==> src/rtl/wptr_handler_lvl.sv <==
// ============================================================================
// Module   : wptr_handler_lvl
// Function : Write-side pointer manager for an async FIFO with read-pointer
//            synchroniser, registered fill level, almost-full and overflow.
// Revision : 1.0 - initial release
// ============================================================================
`default_nettype none

module wptr_handler_lvl #(
    parameter int P_ADDR_W   = 4,
    parameter int P_SYNC_STG = 2
) (
    input  logic                wclk,
    input  logic                wrst_n,
    input  logic                i_w_en,
    input  logic [P_ADDR_W:0]   i_g_rptr,
    input  logic [P_ADDR_W:0]   i_afull_th,
    input  logic                i_clr_ovf,
    output logic                o_w_acc,
    output logic [P_ADDR_W:0]   o_b_wptr,
    output logic [P_ADDR_W:0]   o_g_wptr,
    output logic [P_ADDR_W:0]   o_level,
    output logic                o_full,
    output logic                o_afull,
    output logic                o_ovf
);

    localparam int               PTR_W = P_ADDR_W + 1;
    localparam logic [PTR_W-1:0] DEPTH = {1'b1, {P_ADDR_W{1'b0}}};

    // Stage 0 takes the raw asynchronous pointer; only the last stage is used.
    logic [P_SYNC_STG-1:0][PTR_W-1:0] sync_q;
    logic [PTR_W-1:0]                 g_rs;
    logic [PTR_W-1:0]                 r_bin;
    logic [PTR_W-1:0]                 b_nxt;
    logic [PTR_W-1:0]                 g_nxt;
    logic [PTR_W-1:0]                 lvl_nxt;

    always_ff @(posedge wclk) begin
        if (!wrst_n) begin
            sync_q <= '0;
        end else begin
            sync_q <= {sync_q[P_SYNC_STG-2:0], i_g_rptr};
        end
    end

    assign g_rs = sync_q[P_SYNC_STG-1];

    // Each binary bit is the XOR of all Gray bits at or above it.
    generate
        for (genvar i = 0; i < PTR_W; i++) begin : g_g2b
            assign r_bin[i] = ^(g_rs >> i);
        end
    endgenerate

    assign o_w_acc = i_w_en & ~o_full;
    assign b_nxt   = o_b_wptr + {{P_ADDR_W{1'b0}}, o_w_acc};
    assign g_nxt   = b_nxt ^ (b_nxt >> 1);
    assign lvl_nxt = b_nxt - r_bin;

    always_ff @(posedge wclk) begin
        if (!wrst_n) begin
            o_b_wptr <= '0;
            o_g_wptr <= '0;
            o_level  <= '0;
            o_full   <= 1'b0;
            o_afull  <= 1'b0;
            o_ovf    <= 1'b0;
        end else begin
            o_b_wptr <= b_nxt;
            o_g_wptr <= g_nxt;
            o_level  <= lvl_nxt;
            o_full   <= (lvl_nxt == DEPTH);
            o_afull  <= (lvl_nxt >= i_afull_th);
            // A dropped write takes priority over a clear in the same cycle.
            if (i_w_en && o_full) begin
                o_ovf <= 1'b1;
            end else if (i_clr_ovf) begin
                o_ovf <= 1'b0;
            end
        end
    end

endmodule

`default_nettype wire

==> config.mk <==
export PLATFORM = sky130hd
export DESIGN_NAME = wptr_handler_lvl
export DESIGN_NICKNAME = d
export VERILOG_FILES = /design/src/rtl/wptr_handler_lvl.sv
export SDC_FILE = /design/constraint.sdc
export NUM_CORES = 1
export LEC_CHECK = 0
export BUFFER_PORTS_ARGS = -buffer_cell sky130_fd_sc_hd__buf_2
export CAP_MARGIN = 40
export CORE_MARGIN = 5
export CORE_UTILIZATION = 51
export CTS_CLUSTER_DIAMETER = 60
export CTS_CLUSTER_SIZE = 40
export DETAILED_ROUTE_END_ITERATION = 10
export GPL_ROUTABILITY_DRIVEN = 1
export PLACE_DENSITY = 0.82
export REMOVE_ABC_BUFFERS = 1
export SYNTH_ARGS = -nofsm -noshare
export SYNTH_HDL_FRONTEND = slang
export SYNTH_SLANG_ARGS = --single-unit
==> constraint.sdc <==
create_clock -name wclk -period 3.45 [get_ports wclk]
set_input_delay 0.345 -clock wclk [delete_from_list [all_inputs] [get_ports wclk]]
set_output_delay 0.345 -clock wclk [all_outputs]
set_load 0.02 [all_outputs]
==> run summary, run 1 <==
Share of cells above drive strength 1 -> 28.8%
HPWL Detailed -> 1600 microns
Lkg Pwr -> 0.704 nW
Setup CP Type -> flip-flop to flip-flop
Synthesis-to-finish area growth -> 15.8%
Post-Route WL -> 1980 microns
Vias -> 821
Max_slew headroom -> 71.2%
RSZ-0062 raised after global routing -> false
Synthesis-stage register bit count -> 27
Post-route ant nets -> 0
Clock Sink Count -> 27
Synth Area in Simple Gates -> 19.1%
WL per Instance -> 11.2 microns
Largest net degree at the start of global routing -> 28
Row count -> 18
Initial antenna violation count -> 0
Starting Density -> 51.9%
Vias in the first global route -> 803
Crit end category -> flip-flop
Final hold vios -> 0
CP Max Fanout -> 3
N_diodes -> 0
Main combinational cell family by area after synthesis -> simple AND/OR/NAND/NOR gates
Synth Area per Inst -> 11.0 sq um
CTS Hold Buffers Added -> 0
Outcome -> finished, final reports clean
Crit path DAT -> 3.33 ns
GP Congestion -> 0.779
CTS Buf Count -> 3
Final period utilization -> 89.8%
Buffers added on ports -> 32
Crit path time final -> 3.10 ns
First-pass GRT wire length -> 3420 microns
Commonest non-fill, non-tap cell in the layout -> buf_2
Synth Area in XOR/XNOR -> 16.8%
Die width -> 59.8 microns
Post-Synthesis Cell Area -> 1260 sq um
Vias per cell -> 4.66
Post-synth cell types -> 27
Number of detailed-route iterations in the first pass -> 4
PwrDens -> 520 nW/um^2
Filler cells -> 218
Clock Latency Late Sink -> 0.32 ns
# IOs -> 33
Worst-margin pin slew -> 0.431 ns
Die area -> 3570 sq um
Most frequent cells in the layout -> buf_2, dfxtp_1, and2_1
CTS tree -> built
Post-Synthesis Cells -> 115
FMAX -> 323 MHz
Max Slew Vio Count -> 0
Max H-tree Level -> 1
YS warnings -> 0
# DRC -> 0
Final non-filler cell area -> 1460 sq um
Fin nets -> 171
First DRT Iteration DRCs -> 13
Post-CTS setup buffers -> 0
Required time worst endpoint -> 3.68 ns
CTS Buffer Depth -> 2
VDD IR max -> 0.316 mV
Setup TNS -> 0 ns
Area post-placement -> 1440 sq um
Compound-Gate Fraction of Synth Area -> 6.34%
Final-report setup violation count -> 0
Post-synthesis sequential area ratio -> 42.8%
Critical path launch point type -> flip-flop
CTS root buf -> clkbuf_4
Worst-path clk slew -> 0.13 ns
Mux share of post-synthesis cell area -> 0%
Die height -> 59.8 microns
Post-Synth Adder-Cell Area -> 10.5%
Total global-route track usage -> 12.6%
Worst min path class -> input pin to flip-flop
Total global routing overflow -> 0
Clk_skew -> 0.00283 ns
Core Area -> 2430 sq um
# Max-Cap Violations -> 0
Number of gates resized after cts -> 0
synthesized netlist by cell type, drive strengths merged:
cell    number  area [sq um]
clkbuf       2          7.51
dfxtp       27           541
xor2         6          71.3
o21ai        1          5.00
buf          3          17.5
nor2b       10          62.6
a21o         3          22.5
nand3        1          5.00
xnor2       11           141
a21boi       1          7.51
and3         1          6.26
ha           9           113
fa           1          20.0
nand4b       1          8.76
inv          8          30.0
a21oi        3          15.0
nand2        3          11.3
and2        17           106
or3          1          6.26
and4b        1          10.0
nor3b        1          12.5
nand2b       2          12.5
a221oi       2          30.0
critical path, stage by stage, from the launching register on:
cell     delay (ns)
dfxtp_1        0.46
xnor2_4        0.17
xor2_4         0.22
xor2_1         0.27
xnor2_1        0.11
ha_1           0.21
fa_1           0.52
inv_1          0.06
ha_1           0.28
a21o_1         0.15
a21o_1         0.16
a21o_1         0.17
a21oi_1        0.15
nor2b_1        0.06
through the flow:
| stage | setup slack (ns) | utilization [%] | instances | hold WS, ns | power (mW) |
|---|---|---|---|---|---|
| after floorplan | 0.526 | - | 110 | 0.406 | 0.566 |
| after global placement | 0.481 | 59.0 | 172 | 0.412 | 0.625 |
| after detailed placement | 0.325 | 59.0 | 172 | 0.418 | 0.640 |
| after CTS | 0.315 | 60.1 | 176 | 0.206 | 0.775 |
| after global routing | 0.154 | 60.1 | 176 | 0.204 | 0.818 |
| final | 0.351 | 60.1 | 176 | 0.223 | 0.760 |
path summary, 6_finish.rpt:
path	from	end	slack [ns]	cells after the start
min	i_g_rptr[1]	sync_q[1]	0.22	2
max reg2reg	g_rs[4]	o_afull	0.35	13
min reg2reg	sync_q[3]	g_rs[3]	0.45	1
max	g_rs[4]	o_afull	0.35	13
power by group:
group	switching, mW	total (mW)	leakage [nW]	internal [mW]
sequential	0.0130	0.358	0.222	0.345
combinational	0.145	0.270	0.467	0.125
clock	0.0865	0.132	0.0150	0.0453
total	0.245	0.760	0.704	0.515
flip-flops by register name, indices dropped and copies added, names as in the netlist:
| register | cells |
|---|---|
| sync_q | 5 |
| o_full | 1 |
| o_g_wptr | 4 |
| o_afull | 1 |
| g_rs | 5 |
| o_b_wptr | 5 |
| o_ovf | 1 |
| o_level | 5 |
area by class of cell:
type | count | area [sq um] | share of cell area [%]
multi-input combinational | 75 | 667 | 45.6
sequential | 27 | 541 | 37.0
timing repair buffer | 32 | 160 | 11.0
tap | 30 | 37.5 | 2.57
inverter | 8 | 30.0 | 2.05
clock buffer | 4 | 26.3 | 1.80
metal layers:
| metal | GRT usage (%) | wire length, microns | vias to the layer above |
|---|---|---|---|
| li1 | - | - | 426 |
| met5 | 0 | 0 | - |
| met4 | 3.48 | 31 | 0 |
| met1 | 13.8 | 780 | 364 |
| met2 | 23.1 | 994 | 27 |
| met3 | 3.89 | 172 | 4 |
kinds of logic (layout without fill, tap and decap cells):
group                    after synthesis  after routing
AO/OA/AOI/OAI                         10             10
XOR/XNOR                              17             17
adder cells (fa/ha/maj)               10             10
buffers and inverters                 13             44
flip-flops                            27             27
AND/OR/NAND/NOR                       38             38
Power figures use the tool's default switching activity.
==> run 2: changes to the inputs <==
--- a/config.mk
+++ b/config.mk
@@ -7,8 +7,10 @@
 export LEC_CHECK = 0
 export BUFFER_PORTS_ARGS = -buffer_cell sky130_fd_sc_hd__buf_2
 export CAP_MARGIN = 40
+export CELL_PAD_IN_SITES_DETAIL_PLACEMENT = 1
+export CELL_PAD_IN_SITES_GLOBAL_PLACEMENT = 1
 export CORE_MARGIN = 5
-export CORE_UTILIZATION = 51
+export CORE_UTILIZATION = 39
 export CTS_CLUSTER_DIAMETER = 60
 export CTS_CLUSTER_SIZE = 40
 export DETAILED_ROUTE_END_ITERATION = 10
==> run summary, run 2 (synthesized netlist as in run 1, its figures left out) <==
Outcome -> finished, final reports clean
Vias in the first global route -> 917
N_diodes -> 0
Highest routed layer -> met4
CTS Buf Count -> 3
FMAX -> 321 MHz
Lkg Pwr -> 0.711 nW
Crit path DAT -> 3.35 ns
Number of gates resized after cts -> 0
CP Cell Sequence -> xnor2_4, xor2_4, xor2_1, xnor2_1, ha_1, fa_1, inv_1, ha_1, a21o_1, a21o_1, a21o_1, a21oi_1, nor2b_1
Total global-route track usage -> 12.1%
Worst stage delay on the critical path -> 0.53 ns
VDD IR max -> 0.191 mV
Post-layout util -> 48.3%
Setup CP Type -> flip-flop to flip-flop
CTS root buf -> clkbuf_4
Routed length on met1 -> 887 microns
Vias -> 861
Post-CTS setup buffers -> 0
Worst-margin pin slew -> 0.389 ns
Total global routing overflow -> 0
HPWL Detailed -> 2040 microns
Crit path time final -> 3.11 ns
Final hold vios -> 0
Critical path launch point type -> flip-flop
Setup TNS -> 0 ns
Max Slew Vio Count -> 0
Post-Route WL -> 2400 microns
CP Max Fanout -> 3
Initial antenna violation count -> 0
Worst-path clk slew -> 0.15 ns
Row count -> 20
Slowest CP cell -> fa_1
Share of cells above drive strength 1 -> 29.9%
Buffers added on ports -> 32
Max H-tree Level -> 1
CTS Hold Buffers Added -> 0
# DRC -> 0
Synthesis-to-finish area growth -> 17.8%
Met3 wire length -> 141 microns
Commonest non-fill, non-tap cell in the layout -> buf_2
Filler cells -> 379
Worst min path class -> input pin to flip-flop
GP Congestion -> 0.813
Die area -> 4470 sq um
Clock Latency Late Sink -> 0.32 ns
Vias per cell -> 4.51
CP dominant cell by count -> a21o_1
WL per Instance -> 12.6 microns
Crit end category -> flip-flop
Die height -> 66.9 microns
Required time worst endpoint -> 3.69 ns
Final-report setup violation count -> 0
First-pass GRT wire length -> 4130 microns
WL met2 -> 1370 microns
# Max-Cap Violations -> 0
Clk_skew -> 0.00141 ns
# IOs -> 33
PwrDens -> 522 nW/um^2
Final period utilization -> 90.2%
Max_slew headroom -> 74.1%
RSZ-0062 raised after global routing -> false
CTS Buffer Depth -> 2
Most frequent cells in the layout -> buf_2, dfxtp_1, and2_1
Starting Density -> 41.0%
Clock Sink Count -> 27
First DRT Iteration DRCs -> 17
Die width -> 66.9 microns
Core Area -> 3080 sq um
Number of detailed-route iterations in the first pass -> 2
Largest net degree at the start of global routing -> 28
Fin nets -> 172
Post-route ant nets -> 0
CTS tree -> built
[run 2: path summary, 6_finish.rpt]
check | slack, ns | end | cells after the start | startpoint
worst max-delay path | 0.34 | o_afull | 13 | g_rs[4]
worst min-delay path | 0.22 | sync_q[2] | 2 | i_g_rptr[2]
worst max register to register | 0.34 | o_afull | 13 | g_rs[4]
worst min register to register | 0.45 | g_rs[4] | 1 | sync_q[4]
[run 2: layout make-up]
cell class | count | area (sq um) | share of cell area, %
Multi-Input combinational cell | 75 | 667 | 44.8
Sequential cell | 27 | 541 | 36.3
Timing Repair Buffer | 33 | 168 | 11.3
Tap cell | 44 | 55.1 | 3.70
Inverter | 8 | 30.0 | 2.02
Clock buffer | 3 | 22.5 | 1.51
Clock inverter | 1 | 5.00 | 0.336
[run 2: per-stage QoR]
step	setup slack (ns)	instance area (sq um)	cells	power, mW	hold slack (ns)
final	0.338	1490	191	0.776	0.219
after global routing	0.120	1490	191	0.839	0.188
after CTS	0.299	1490	191	0.791	0.210
after detailed placement	0.320	1460	187	0.653	0.422
after global placement	0.471	1460	187	0.632	0.412
after floorplan	0.526	1240	110	0.566	0.406
[run 2: layer usage]
layer	track usage [%]	vias up
met5	0	-
met4	3.04	0
met3	2.02	2
met2	23.8	20
met1	13.1	413
li1	-	426
[run 2: report_power, final]
group / total (mW) / internal, mW / switching, mW / leakage [nW]
clock: 0.137 / 0.0434 / 0.0937 / 0.0177
sequential: 0.359 / 0.345 / 0.0140 / 0.222
combinational: 0.280 / 0.129 / 0.152 / 0.471
[run 2: critical path, delay by kind of cell, from the launching register on]
| family | cells | cell delay, ns |
|---|---|---|
| AO/OA/AOI/OAI | 4 | 0.63 |
| XOR/XNOR | 4 | 0.80 |
| flip-flops | 1 | 0.47 |
| AND/OR/NAND/NOR | 1 | 0.05 |
| buffers and inverters | 1 | 0.06 |
| adder cells (fa/ha/maj) | 3 | 1.01 |
==> run 3: changes to the inputs <==
--- a/config.mk
+++ b/config.mk
@@ -11,11 +11,12 @@
 export CELL_PAD_IN_SITES_GLOBAL_PLACEMENT = 1
 export CORE_MARGIN = 5
 export CORE_UTILIZATION = 39
-export CTS_CLUSTER_DIAMETER = 60
+export CTS_CLUSTER_DIAMETER = 150
 export CTS_CLUSTER_SIZE = 40
 export DETAILED_ROUTE_END_ITERATION = 10
 export GPL_ROUTABILITY_DRIVEN = 1
 export PLACE_DENSITY = 0.82
+export RECOVER_POWER = 25
 export REMOVE_ABC_BUFFERS = 1
 export SYNTH_ARGS = -nofsm -noshare
 export SYNTH_HDL_FRONTEND = slang
==> run summary, run 3 (synthesized netlist as in run 1, its figures left out) <==
Max Slew Vio Count -> 0
Worst-path clk slew -> 0.15 ns
Synthesis-to-finish area growth -> 17.7%
Clock Latency Late Sink -> 0.32 ns
Most frequent cells in the layout -> buf_2, dfxtp_1, and2_1
Buffers added on ports -> 32
# IOs -> 33
Row count -> 20
Critical path launch point type -> flip-flop
Multi-input logic area -> 667 sq um
CTS Buf Count -> 3
Max_slew headroom -> 42.5%
Reg area -> 541 sq um
Post-Route WL -> 2430 microns
Clock Sink Count -> 27
Crit path from -> g_rs[4]
CTS tree -> built
Final period utilization -> 90.2%
Max H-tree Level -> 1
VDD IR max -> 0.191 mV
CTS Hold Buffers Added -> 0
Starting Density -> 41.0%
Overall power -> 0.776 mW
Crit path time final -> 3.11 ns
Setup CP Type -> flip-flop to flip-flop
Post-CTS setup buffers -> 0
Vias -> 862
N_diodes -> 0
Outcome -> finished, final reports clean
Die width -> 66.9 microns
Core Area -> 3080 sq um
Hold depth -> 2
Share of cells above drive strength 1 -> 29.3%
Final hold vios -> 0
Vias per cell -> 4.51
HPWL Detailed -> 2040 microns
Die area -> 4470 sq um
Cells on worst reg2reg path -> 13
Initial antenna violation count -> 0
Setup TNS -> 0 ns
Vias in the first global route -> 917
CTS root buf -> clkbuf_4
Filler cells -> 380
Layout Cells excl Fill -> 191
# DRC -> 0
First DRT Iteration DRCs -> 15
Die height -> 66.9 microns
# Max-Cap Violations -> 0
FMAX -> 321 MHz
RSZ-0062 raised after global routing -> false
Clk_skew -> 0.00258 ns
Number of detailed-route iterations in the first pass -> 2
Hold path start -> i_g_rptr[3]
Lkg Pwr -> 0.704 nW
Required time worst endpoint -> 3.68 ns
PwrDens -> 522 nW/um^2
CP Max Fanout -> 3
Worst min path class -> input pin to flip-flop
Largest net degree at the start of global routing -> 28
CTS Buffer Depth -> 2
Number of gates resized after cts -> 0
First-pass GRT wire length -> 4130 microns
Placed insts -> 187
Reg-to-reg startpoint -> g_rs[4]
GP Congestion -> 0.813
Post-route ant nets -> 0
Total global routing overflow -> 0
Crit path DAT -> 3.35 ns
Final-report setup violation count -> 0
Fin nets -> 172
Crit end category -> flip-flop
Commonest non-fill, non-tap cell in the layout -> buf_2
Worst-margin pin slew -> 0.863 ns
WL per Instance -> 12.7 microns
Total global-route track usage -> 12.1%
[run 3: changes by cell type in the layout (fill, tap and decap cells not counted), sizes merged]
cell | previous run | this run
buf | 33 | 32
clkbuf | 3 | 4
[run 3: routing by layer]
metal | vias up | track usage [%] | routed length, microns | part of all wire (%)
li1 | 426 | - | - | -
met1 | 414 | 13.1 | 916 | 38
met2 | 20 | 23.8 | 1360 | 56
met3 | 2 | 2.02 | 141 | 5.8
met4 | 0 | 3.04 | 8 | 0.33
met5 | - | 0 | 0 | 0
[run 3: final timing paths]
path,endpoint,slack [ns]
worst min register to register,g_rs[4],0.45
worst max-delay path,o_afull,0.34
worst min-delay path,sync_q[3],0.22
worst max register to register,o_afull,0.34
[run 3: through the flow]
step / instance area [sq um] / setup WS [ns] / hold WS [ns] / util, %
floorplan: 1240 / 0.526 / 0.406 / -
global placement: 1460 / 0.471 / 0.412 / 47.4
CTS: 1490 / 0.299 / 0.210 / 48.3
detailed placement: 1460 / 0.320 / 0.422 / 47.4
global route: 1490 / 0.117 / 0.188 / 48.3
finish: 1490 / 0.338 / 0.222 / 48.3
[run 3: power by group]
part / internal (mW) / switching (mW)
sequential: 0.345 / 0.0140
combinational: 0.128 / 0.152
clock: 0.0434 / 0.0932
total: 0.517 / 0.259
[run 3: critical path, stage by stage, from the launching register on]
cell	delay (ns)
dfxtp_1	0.47
xnor2_4	0.18
xor2_4	0.22
xor2_1	0.30
xnor2_1	0.10
ha_1	0.22
fa_1	0.53
inv_1	0.06
ha_1	0.26
a21o_1	0.15
a21o_1	0.17
a21o_1	0.17
a21oi_1	0.14
nor2b_1	0.05
[run 3: final cells by class]
class / instances / area share (%)
Multi-Input combinational cell: 75 / 44.9
Sequential cell: 27 / 36.4
Timing Repair Buffer: 33 / 11.2
Tap cell: 44 / 3.70
Inverter: 8 / 2.02
Clock buffer: 3 / 1.52
Clock inverter: 1 / 0.337
